`src/rtl/rca_seq_if.sv`:
```
// Operand/result bundle for the segmented ripple-carry adder.
// master drives the request side, slave is the adder.
interface rca_seq_if #(
  parameter int WIDTH = 16
);
  logic             start;
  logic             sub;
  logic             cin;
  logic [WIDTH-1:0] A;
  logic [WIDTH-1:0] B;
  logic             busy;
  logic             done;
  logic [WIDTH-1:0] Sum;
  logic             Cout;
  logic             Ovf;

  modport master (
    output start, sub, cin, A, B,
    input  busy, done, Sum, Cout, Ovf
  );

  modport slave (
    input  start, sub, cin, A, B,
    output busy, done, Sum, Cout, Ovf
  );
endinterface

```
`src/rtl/rca_seq.sv`:
```
// Multi-cycle segmented ripple-carry adder/subtractor: one CHUNK-bit slice per clock,
// LSB slice first, carry held in a register between slices.
//
// Handshake: start is sampled only in IDLE or DONE; busy is high exactly in RUN and
// start is ignored there (no queueing); done is a one-cycle pulse in the cycle after
// the last slice, when Sum/Cout/Ovf have just been updated.
module rca_seq #(
  parameter int WIDTH = 16,
  parameter int CHUNK = 4
) (
  input  logic       clk,
  input  logic       rst_n,
  rca_seq_if.slave   bus,
  output logic [1:0] dbg_state
);
  localparam int NCHUNK = WIDTH / CHUNK;
  localparam int IDXW   = $clog2(NCHUNK) + 1;
  localparam logic [WIDTH-1:0] SLICE_MASK = {WIDTH{1'b1}} >> (WIDTH - CHUNK);

  typedef enum logic [1:0] {
    IDLE = 2'd0,
    RUN  = 2'd1,
    DONE = 2'd2
  } state_t;

  state_t            state_q, state_d;
  logic [WIDTH-1:0]  a_q, a_d;
  logic [WIDTH-1:0]  b_q, b_d;
  logic [WIDTH-1:0]  acc_q, acc_d;
  logic [WIDTH-1:0]  sum_q, sum_d;
  logic              carry_q, carry_d;
  logic              cout_q, cout_d;
  logic              ovf_q, ovf_d;
  logic [IDXW-1:0]   idx_q, idx_d;

  int unsigned       sh;
  logic [WIDTH-1:0]  a_sh, b_sh, slice_w, acc_ins;
  logic [CHUNK:0]    slice_sum;
  logic              carry_into_msb;
  logic              last_slice;

  // Slice datapath: select the current slice by shifting, add with the carry register.
  always_comb begin
    sh             = 32'(idx_q) * CHUNK;
    a_sh           = a_q >> sh;
    b_sh           = b_q >> sh;
    slice_sum      = {1'b0, a_sh[CHUNK-1:0]} + {1'b0, b_sh[CHUNK-1:0]} + {{CHUNK{1'b0}}, carry_q};
    slice_w        = '0;
    slice_w[CHUNK-1:0] = slice_sum[CHUNK-1:0];
    acc_ins        = (acc_q & ~(SLICE_MASK << sh)) | (slice_w << sh);
    // carry into a bit position = a ^ b ^ sum at that position
    carry_into_msb = a_sh[CHUNK-1] ^ b_sh[CHUNK-1] ^ slice_sum[CHUNK-1];
    last_slice     = (idx_q == IDXW'(NCHUNK - 1));
  end

  always_comb begin
    state_d = state_q;
    a_d     = a_q;
    b_d     = b_q;
    acc_d   = acc_q;
    sum_d   = sum_q;
    carry_d = carry_q;
    cout_d  = cout_q;
    ovf_d   = ovf_q;
    idx_d   = idx_q;
    unique case (state_q)
      IDLE, DONE: begin
        if (bus.start) begin
          a_d     = bus.A;
          b_d     = bus.B ^ {WIDTH{bus.sub}};
          carry_d = bus.sub ? 1'b1 : bus.cin;
          idx_d   = '0;
          state_d = RUN;
        end else begin
          state_d = IDLE;
        end
      end
      RUN: begin
        acc_d   = acc_ins;
        carry_d = slice_sum[CHUNK];
        idx_d   = idx_q + 1'b1;
        if (last_slice) begin
          sum_d   = acc_ins;
          cout_d  = slice_sum[CHUNK];
          ovf_d   = carry_into_msb ^ slice_sum[CHUNK];
          state_d = DONE;
        end
      end
      default: state_d = IDLE;
    endcase
  end

  always_ff @(posedge clk) begin
    if (!rst_n) begin
      state_q <= IDLE;
      a_q     <= '0;
      b_q     <= '0;
      acc_q   <= '0;
      sum_q   <= '0;
      carry_q <= 1'b0;
      cout_q  <= 1'b0;
      ovf_q   <= 1'b0;
      idx_q   <= '0;
    end else begin
      state_q <= state_d;
      a_q     <= a_d;
      b_q     <= b_d;
      acc_q   <= acc_d;
      sum_q   <= sum_d;
      carry_q <= carry_d;
      cout_q  <= cout_d;
      ovf_q   <= ovf_d;
      idx_q   <= idx_d;
    end
  end

  assign bus.busy  = (state_q == RUN);
  assign bus.done  = (state_q == DONE);
  assign bus.Sum   = sum_q;
  assign bus.Cout  = cout_q;
  assign bus.Ovf   = ovf_q;
  assign dbg_state = state_q;
endmodule

```
`src/flat_wrapper.sv`:
```
// flat-port wrapper written by rule: the top's interface ports become plain ports
module rca_seq_flat 
#(
  parameter int WIDTH = 16,
  parameter int CHUNK = 4
)
  (clk, rst_n, dbg_state, bus_start, bus_sub, bus_cin, bus_A, bus_B, bus_busy, bus_done, bus_Sum, bus_Cout, bus_Ovf);
  rca_seq_if #(.WIDTH(WIDTH)) bus_i ();
  input  logic clk;
  input  logic rst_n;
  output logic [1:0] dbg_state;
  input wire logic [$bits(bus_i.start)-1:0] bus_start;
  input wire logic [$bits(bus_i.sub)-1:0] bus_sub;
  input wire logic [$bits(bus_i.cin)-1:0] bus_cin;
  input wire logic [$bits(bus_i.A)-1:0] bus_A;
  input wire logic [$bits(bus_i.B)-1:0] bus_B;
  output wire logic [$bits(bus_i.busy)-1:0] bus_busy;
  output wire logic [$bits(bus_i.done)-1:0] bus_done;
  output wire logic [$bits(bus_i.Sum)-1:0] bus_Sum;
  output wire logic [$bits(bus_i.Cout)-1:0] bus_Cout;
  output wire logic [$bits(bus_i.Ovf)-1:0] bus_Ovf;
  assign bus_i.start = bus_start;
  assign bus_i.sub = bus_sub;
  assign bus_i.cin = bus_cin;
  assign bus_i.A = bus_A;
  assign bus_i.B = bus_B;
  assign bus_busy = bus_i.busy;
  assign bus_done = bus_i.done;
  assign bus_Sum = bus_i.Sum;
  assign bus_Cout = bus_i.Cout;
  assign bus_Ovf = bus_i.Ovf;
  rca_seq #(.WIDTH(WIDTH), .CHUNK(CHUNK)) u_core (.clk(clk), .rst_n(rst_n), .bus(bus_i), .dbg_state(dbg_state));
endmodule
```
`config.mk`:
```
export PLATFORM = sky130hd
export DESIGN_NAME = rca_seq_flat
export DESIGN_NICKNAME = d
export VERILOG_FILES = /design/src/rtl/rca_seq_if.sv /design/src/rtl/rca_seq.sv /design/src/flat_wrapper.sv
export SDC_FILE = /design/constraint.sdc
export NUM_CORES = 1
export LEC_CHECK = 0
export BUFFER_PORTS_ARGS = -buffer_cell sky130_fd_sc_hd__buf_2
export CORE_AREA = 2 2 81 83
export CTS_BUF_LIST = sky130_fd_sc_hd__clkbuf_16
export CTS_CLUSTER_DIAMETER = 150
export DETAILED_ROUTE_END_ITERATION = 10
export DIE_AREA = 0 0 83 85
export PLACE_DENSITY = 0.77
export SLEW_MARGIN = 10
export SYNTH_ARGS = -nofsm -noshare
export SYNTH_HDL_FRONTEND = slang
export SYNTH_SLANG_ARGS = --single-unit
```
`constraint.sdc`:
```
create_clock -name clk -period 4 [get_ports clk]
set_input_delay 0.8 -clock clk [delete_from_list [all_inputs] [get_ports clk]]
set_output_delay 0.8 -clock clk [all_outputs]
set_load 0.01 [all_outputs]
```
* Word-level counts from Yosys, hierarchy flattened
Index checks and enable logic that the tools add are counted.
** Storage, ports and cells
- Register bits :: 72
- Bits of input ports :: 37
- Logic and storage cells :: 42
** Operators by class
- Add/sub/neg operators :: 3
- Equal/unequal tests :: 5
- Shift-type cells :: 4
- Muxes and demuxes :: 8
- Bitwise gates (word level) :: 7
- Reductions and logical operators :: 6
** Operators by type and width (number)
- $shr 16x5->4 :: 2
- $and 16x16->16 :: 1
- $not 16->16 :: 1
- $or 16x16->16 :: 1
- $shl 4x5->16 :: 1
- $shl 4x5->16 const A :: 1
- $xor 16x16->16 :: 1
- $pmux 3 s2 :: 1
- $reduce_and 2->1 :: 3
- $add 4x4->5 :: 1
- $add 5x1->5 :: 1
- $pmux 2 s2 :: 1
- $add 3x1->3 const B :: 1
- $eq 3x2->1 const B :: 1
- $mux 1 :: 3
- $mux 3 :: 1
- $xor 1x1->1 :: 3
- $eq 2x1->1 const B :: 1
- $eq 2x2->1 const B :: 1
- $logic_not 2->1 :: 1
- $mux 2 :: 1
- $ne 2x1->1 const B :: 1
- $ne 2x2->1 const B :: 1
- $pmux 1 s2 :: 1
- other kinds (2) :: 2

* Logic depth before layout (Yosys ltp)
- Depth after elaboration :: 5
- Mapped depth :: 10

* Least setup slack after synthesis
Ideal clock, no wire load.
- Path type :: register -> register
- Start :: reg u_core.idx_q[0]
- End :: reg u_core.sum_q[10], in the netlist u_core.bus.Sum[10]
- Setup time :: 0.116 ns
- Arrival :: 2.774 ns
- Slack :: 1.110 ns
- Cell stages (with the launch flop) :: 10
- Cells stage by stage :: dfxtp_1 buf_6 buf_6 mux4_2 and2_1 fa_1 fa_1 xor2_1 a221o_1 o211a_1
** On the way
- Longest elaborated chain between the ends :: 5
- Elaborated cells between the ends (all ways) :: 11
- Those cells by class :: add/sub: 2; eq/ne: 1; shift: 4; bitwise: 3; reduce/logical: 1
** RTL lines
- from (decl) :: RTL line rca_seq.sv:34 : logic [IDXW-1:0] idx_q, idx_d;
- from (signal assigned) :: RTL line rca_seq.sv:113 : idx_q <= idx_d;
- $shr 16x5->4 (on tied branches) :: RTL line rca_seq.sv:45, rca_seq.sv:46
- $add 4x4->5 :: RTL line rca_seq.sv:47 : slice_sum = {1'b0, a_sh[CHUNK-1:0]} + {1'b0, b_sh[CHUNK-1:0]} + {{CHUNK{1'b0}}, carry_q};
- $add 5x1->5 :: RTL line rca_seq.sv:47
- $shl 4x5->16 :: RTL line rca_seq.sv:50 : acc_ins = (acc_q & ~(SLICE_MASK << sh)) | (slice_w << sh);
- $or 16x16->16 :: RTL line rca_seq.sv:50
- to (signal assigned) :: RTL line rca_seq.sv:109 : sum_q <= sum_d;
- to (decl) :: RTL line rca_seq.sv:30 : logic [WIDTH-1:0] sum_q, sum_d;
Several ways; a longest one is shown, not always the timed one.
A chain may end at the register's enable or synchronous reset.

* Final worst setup path
- Start :: reg u_core.idx_q[0]
- End :: reg u_core.sum_q[2], in the netlist u_core.bus.Sum[2]
The elaborated chain is that of the path after synthesis.

==> results.md <==
Power:
- The share of total power in combinational logic is 13.2%.
- The switching power summed over all nets is roughly 410 uW.
- The internal power consumption is 1.28 mW.
- The power per cell area is 443 nW/um2.
- The maximum VDD drop is around 0.00031 V.
- The completed layout was analyzed and its total power is 1.69 mW.
- Net switching is 24.2% of the power.
- The clock network power share is 43.1%.
- The leakage power total is 1.88 nW.
- The portion of total power attributed to sequential cells is 43.6%.

Placement:
- The total instance count after detailed placement is 452.
- The number of buffers inserted by port buffering is 58.
- The HPWL after detailed placement is 4550 um.
- The instance area after placement is 3550 um2.
- The congestion estimate from routability-driven global placement came to roughly 0.91.
- OpenSTA, run right after detailed placement, puts the worst setup slack at slightly above 0.8 ns.

Floorplanning:
- The die is between 80 and 90 um tall.
- The row count is 29.
- The initial core utilization is 52.9%.
- The die covers 7060 um2.
- Pin placement for this block handled 59 I/O pins.
- The die outline width is 83 um.
- After floorplanning, the core was sized to cover 6200 um2.

Worst setup path:
- The worst endpoint required time is 4.27 ns.
- The endpoint arrival time on the critical path is around 3.4 ns.
- The critical path endpoint category is a flip-flop.
- The worst setup path is of the reg2reg kind.
- In this run the worst path has a maximum fanout of 9.
- The worst setup path is launched from a flip-flop.

Routing:
- The number of optimization iterations in the first detailed-route pass is 4.
- The via total after detailed routing is 2607.
- The number of violations reported at the end of detailed-routing iteration 0 is about 150.
- The remaining number of nets flagged by the antenna check after routing is 0.
- After detailed routing, the average wire length per cell comes to 14.2 um.
- The ratio of routed vias to standard cells is 5.59.
- The total detailed-routing wirelength is 6610 um.
- In the routed design, unresolved DRC markers number 0.

Finish:
- 0 antenna diodes ended up in the layout.
- After filler insertion, the fill cell instance count of the layout stands at 538.
- Summing all non-filler instances in the final layout gives an area of 3820 um2.
- Cells with a size suffix above 1 make up 22.1% of the layout.
- The signed area change from the synthesized netlist to the final layout is 16.4%.
- The area of the multi-input gates is roughly 1800 um2.
- The share of the core filled with cells in the final layout is 61.5%.
- Excluding fillers, the count of instances in the completed layout stands at 466.
- The sequential standard cell area is 1360 um2.
- At the end of the flow, the number of nets in the layout was 433.

Logic synthesis:
- For this run, the number of Yosys warnings is 0.
- Synthesis produced a netlist with a net count of 388.
- The synthesized netlist occupies a cell area of 3280 um2.
- Synthesis instantiated 35 different standard cells from the library.
- The largest total area in the synthesized netlist belongs to sky130_fd_sc_hd__dfxtp_1.
- The proportion of synthesized chip area in sequential cells is 41.5%.
- Of all flip-flops after synthesis, the portion carrying an async set or reset was 0%.
- The commonest register cell after synthesis is sky130_fd_sc_hd__dfxtp_1.
- The synthesized design contains 0 enable-type register cells.
- Counting flops and latches in the post-synthesis netlist gives 68.
- The mean instance size in the synthesized netlist is between 9 and 10 um2.
- After synthesis, the largest area contributor takes up 41.5% of total cell area.
- The cell count after synthesis came out at 341.
- Ranked by total cell area, the synthesized netlist is headed by sky130_fd_sc_hd__dfxtp_1, sky130_fd_sc_hd__o211a_1, sky130_fd_sc_hd__nand2_1, sky130_fd_sc_hd__mux4_2, sky130_fd_sc_hd__a21boi_0.

STA:
- The post-route setup TNS is 0 ns.
- The fmax is 316 MHz.
- The number of endpoints with negative hold slack in the final report is 0.
- The worst hold-check slack is 0.464 ns.
- The worst slew slack as a fraction of its limit is 27.2%.
- The final count of pins violating max slew is 0.
- Setup repair after global routing left no endpoint under its margin.
- In the finished design, the share of the clock period the worst path needs comes to 79.0%.
- The final clock skew is 0.00412 ns.
- The worst path setup slack after routing is 0.840 ns.
- The number of setup violations in the final report is 0.
- At the pin with the least slew margin, the transition time is 1.09 ns.
- For the finished layout, the period the worst path requires is 3.16 ns.

Global route:
- The global-route wire length before repair is about 11000 um.
- The total overflow left after global routing is 0.
- Entering global routing, the biggest net connects approximately 70 pins.
- The total global routing track utilization is 19.9%.
- The number of antenna violations at the first check in global routing came to 0.
- The via count of the first global-routing pass is between 2k and 2.5k.

CTS:
- TritonCTS built the clock tree.
- For the worst-skew pair, the clock arrives at the later sink with an insertion delay of ~0.33 ns.
- The clock sink count is 68.
- The longest clock path from root to sink contains 2 buffers.
- The tree is rooted in a sky130_fd_sc_hd__clkbuf_16.
- The post-CTS setup buffer count is 0.
- The clock transition time at the flip-flop clock pins of the worst setup and hold paths is around 0.050 ns.
- After clock tree synthesis, the repair step resized 0 gates.
- The number of CTS-inserted buffers is 9.
- The H-tree depth reported by CTS is 3.
- The number of hold buffers added after CTS was 0.

Worst hold path:
- The kind of path behind the tightest hold check is reg2reg.

Job:
- The tool flagged a number of max-cap violations equal to 0.

Outcome:
- The run finished with clean final reports.
## layout make-up
| class | instances | area share, % |
|---|---|---|
| multi-input cells | 240 | 45.8 |
| inverters | 5 | 0.491 |
| clock buffers | 9 | 5.90 |
| repair buffers | 62 | 8.39 |
| clock inverters | 5 | 1.21 |
| well taps | 77 | 2.52 |
| flip-flops and latches | 68 | 35.6 |
## registers in the layout, indices dropped and copies added (netlist names)
name              count
u_core.bus.Sum       16
u_core.bus.Cout       1
u_core.a_q           16
u_core.carry_q        1
u_core.acc_q         12
u_core.idx_q          3
u_core.bus.Ovf        1
u_core.dbg_state      2
u_core.b_q           16
## cell usage after synthesis (all sizes together) (3+ instances only)
library cell and number:
a21boi 19, a21oi 9, a221o 3, a22oi 10, a32oi 3, and2 10
buf 19, clkbuf 9, dfxtp 68, ha 8, inv 5, mux4 8
nand2 62, nand2b 5, nand3 7, nor2 9, nor2b 8, o211a 32
o211ai 3, o21ai 12, xnor2 16
## worst max-delay path, stage by stage, from the launching register on
cell                      delay, ns
sky130_fd_sc_hd__dfxtp_1       0.64
sky130_fd_sc_hd__mux4_2        0.56
sky130_fd_sc_hd__and2_1        0.19
sky130_fd_sc_hd__fa_1          0.43
sky130_fd_sc_hd__fa_1          0.42
sky130_fd_sc_hd__xor2_1        0.48
sky130_fd_sc_hd__a221o_1       0.25
sky130_fd_sc_hd__o211a_1       0.13
## layer usage
metal  up-vias  wire length [um]  global-route usage [%]
met4         0               170                    11.0
met5         -                 0                       0
met3        15               341                    4.86
li1       1300                 -                       -
met2        71              3090                    30.6
met1      1221              3010                    25.7
## layout by cell type, fill, tap and decap left out, types with 4 or more instances in the layout
master,n
sky130_fd_sc_hd__dfxtp_1,68
sky130_fd_sc_hd__nand2_1,62
sky130_fd_sc_hd__buf_2,58
sky130_fd_sc_hd__o211a_1,32
sky130_fd_sc_hd__a21boi_0,19
sky130_fd_sc_hd__xnor2_1,16
sky130_fd_sc_hd__o21ai_0,12
sky130_fd_sc_hd__and2_1,10
sky130_fd_sc_hd__a22oi_1,10
sky130_fd_sc_hd__nor2_1,9
sky130_fd_sc_hd__a21oi_1,9
sky130_fd_sc_hd__clkbuf_16,9
sky130_fd_sc_hd__mux4_2,8
sky130_fd_sc_hd__ha_1,8
sky130_fd_sc_hd__nand3_1,7
sky130_fd_sc_hd__nor2b_1,7
sky130_fd_sc_hd__nand2b_1,5
sky130_fd_sc_hd__inv_1,5
sky130_fd_sc_hd__buf_4,4
## worst paths after layout
path / start / endpoint / slack, ns / cells after the start
max reg2reg: u_core.idx_q[0] / u_core.bus.Sum[2] / 0.84 / 7
min: u_core.a_q[8] / u_core.a_q[8] / 0.46 / 2
max: u_core.idx_q[0] / u_core.bus.Sum[2] / 0.84 / 7
min reg2reg: u_core.a_q[8] / u_core.a_q[8] / 0.46 / 2
## cell families after synthesis
group / after synthesis / share of synthesized area, %
AO/OA/AOI/OAI: 96 / 23.2
XOR/XNOR: 18 / 4.81
adder cells (fa/ha/maj): 10 / 4.27
buffers and inverters: 33 / 5.19
flip-flops: 68 / 41.5
multiplexers: 8 / 5.49
AND/OR/NAND/NOR: 108 / 15.6
## power by group through the flow
| stage | combinational [mW] | sequential, mW | clock (mW) |
|---|---|---|---|
| final | 0.224 | 0.739 | 0.730 |
| after global routing | 0.253 | 0.742 | 0.775 |
| after CTS | 0.226 | 0.738 | 0.741 |
| after detailed placement | 0.225 | 0.752 | 0 |
| after global placement | 0.220 | 0.751 | 0 |
| after floorplan | 0.173 | 0.742 | 0 |
Power figures use the tool's default switching activity.
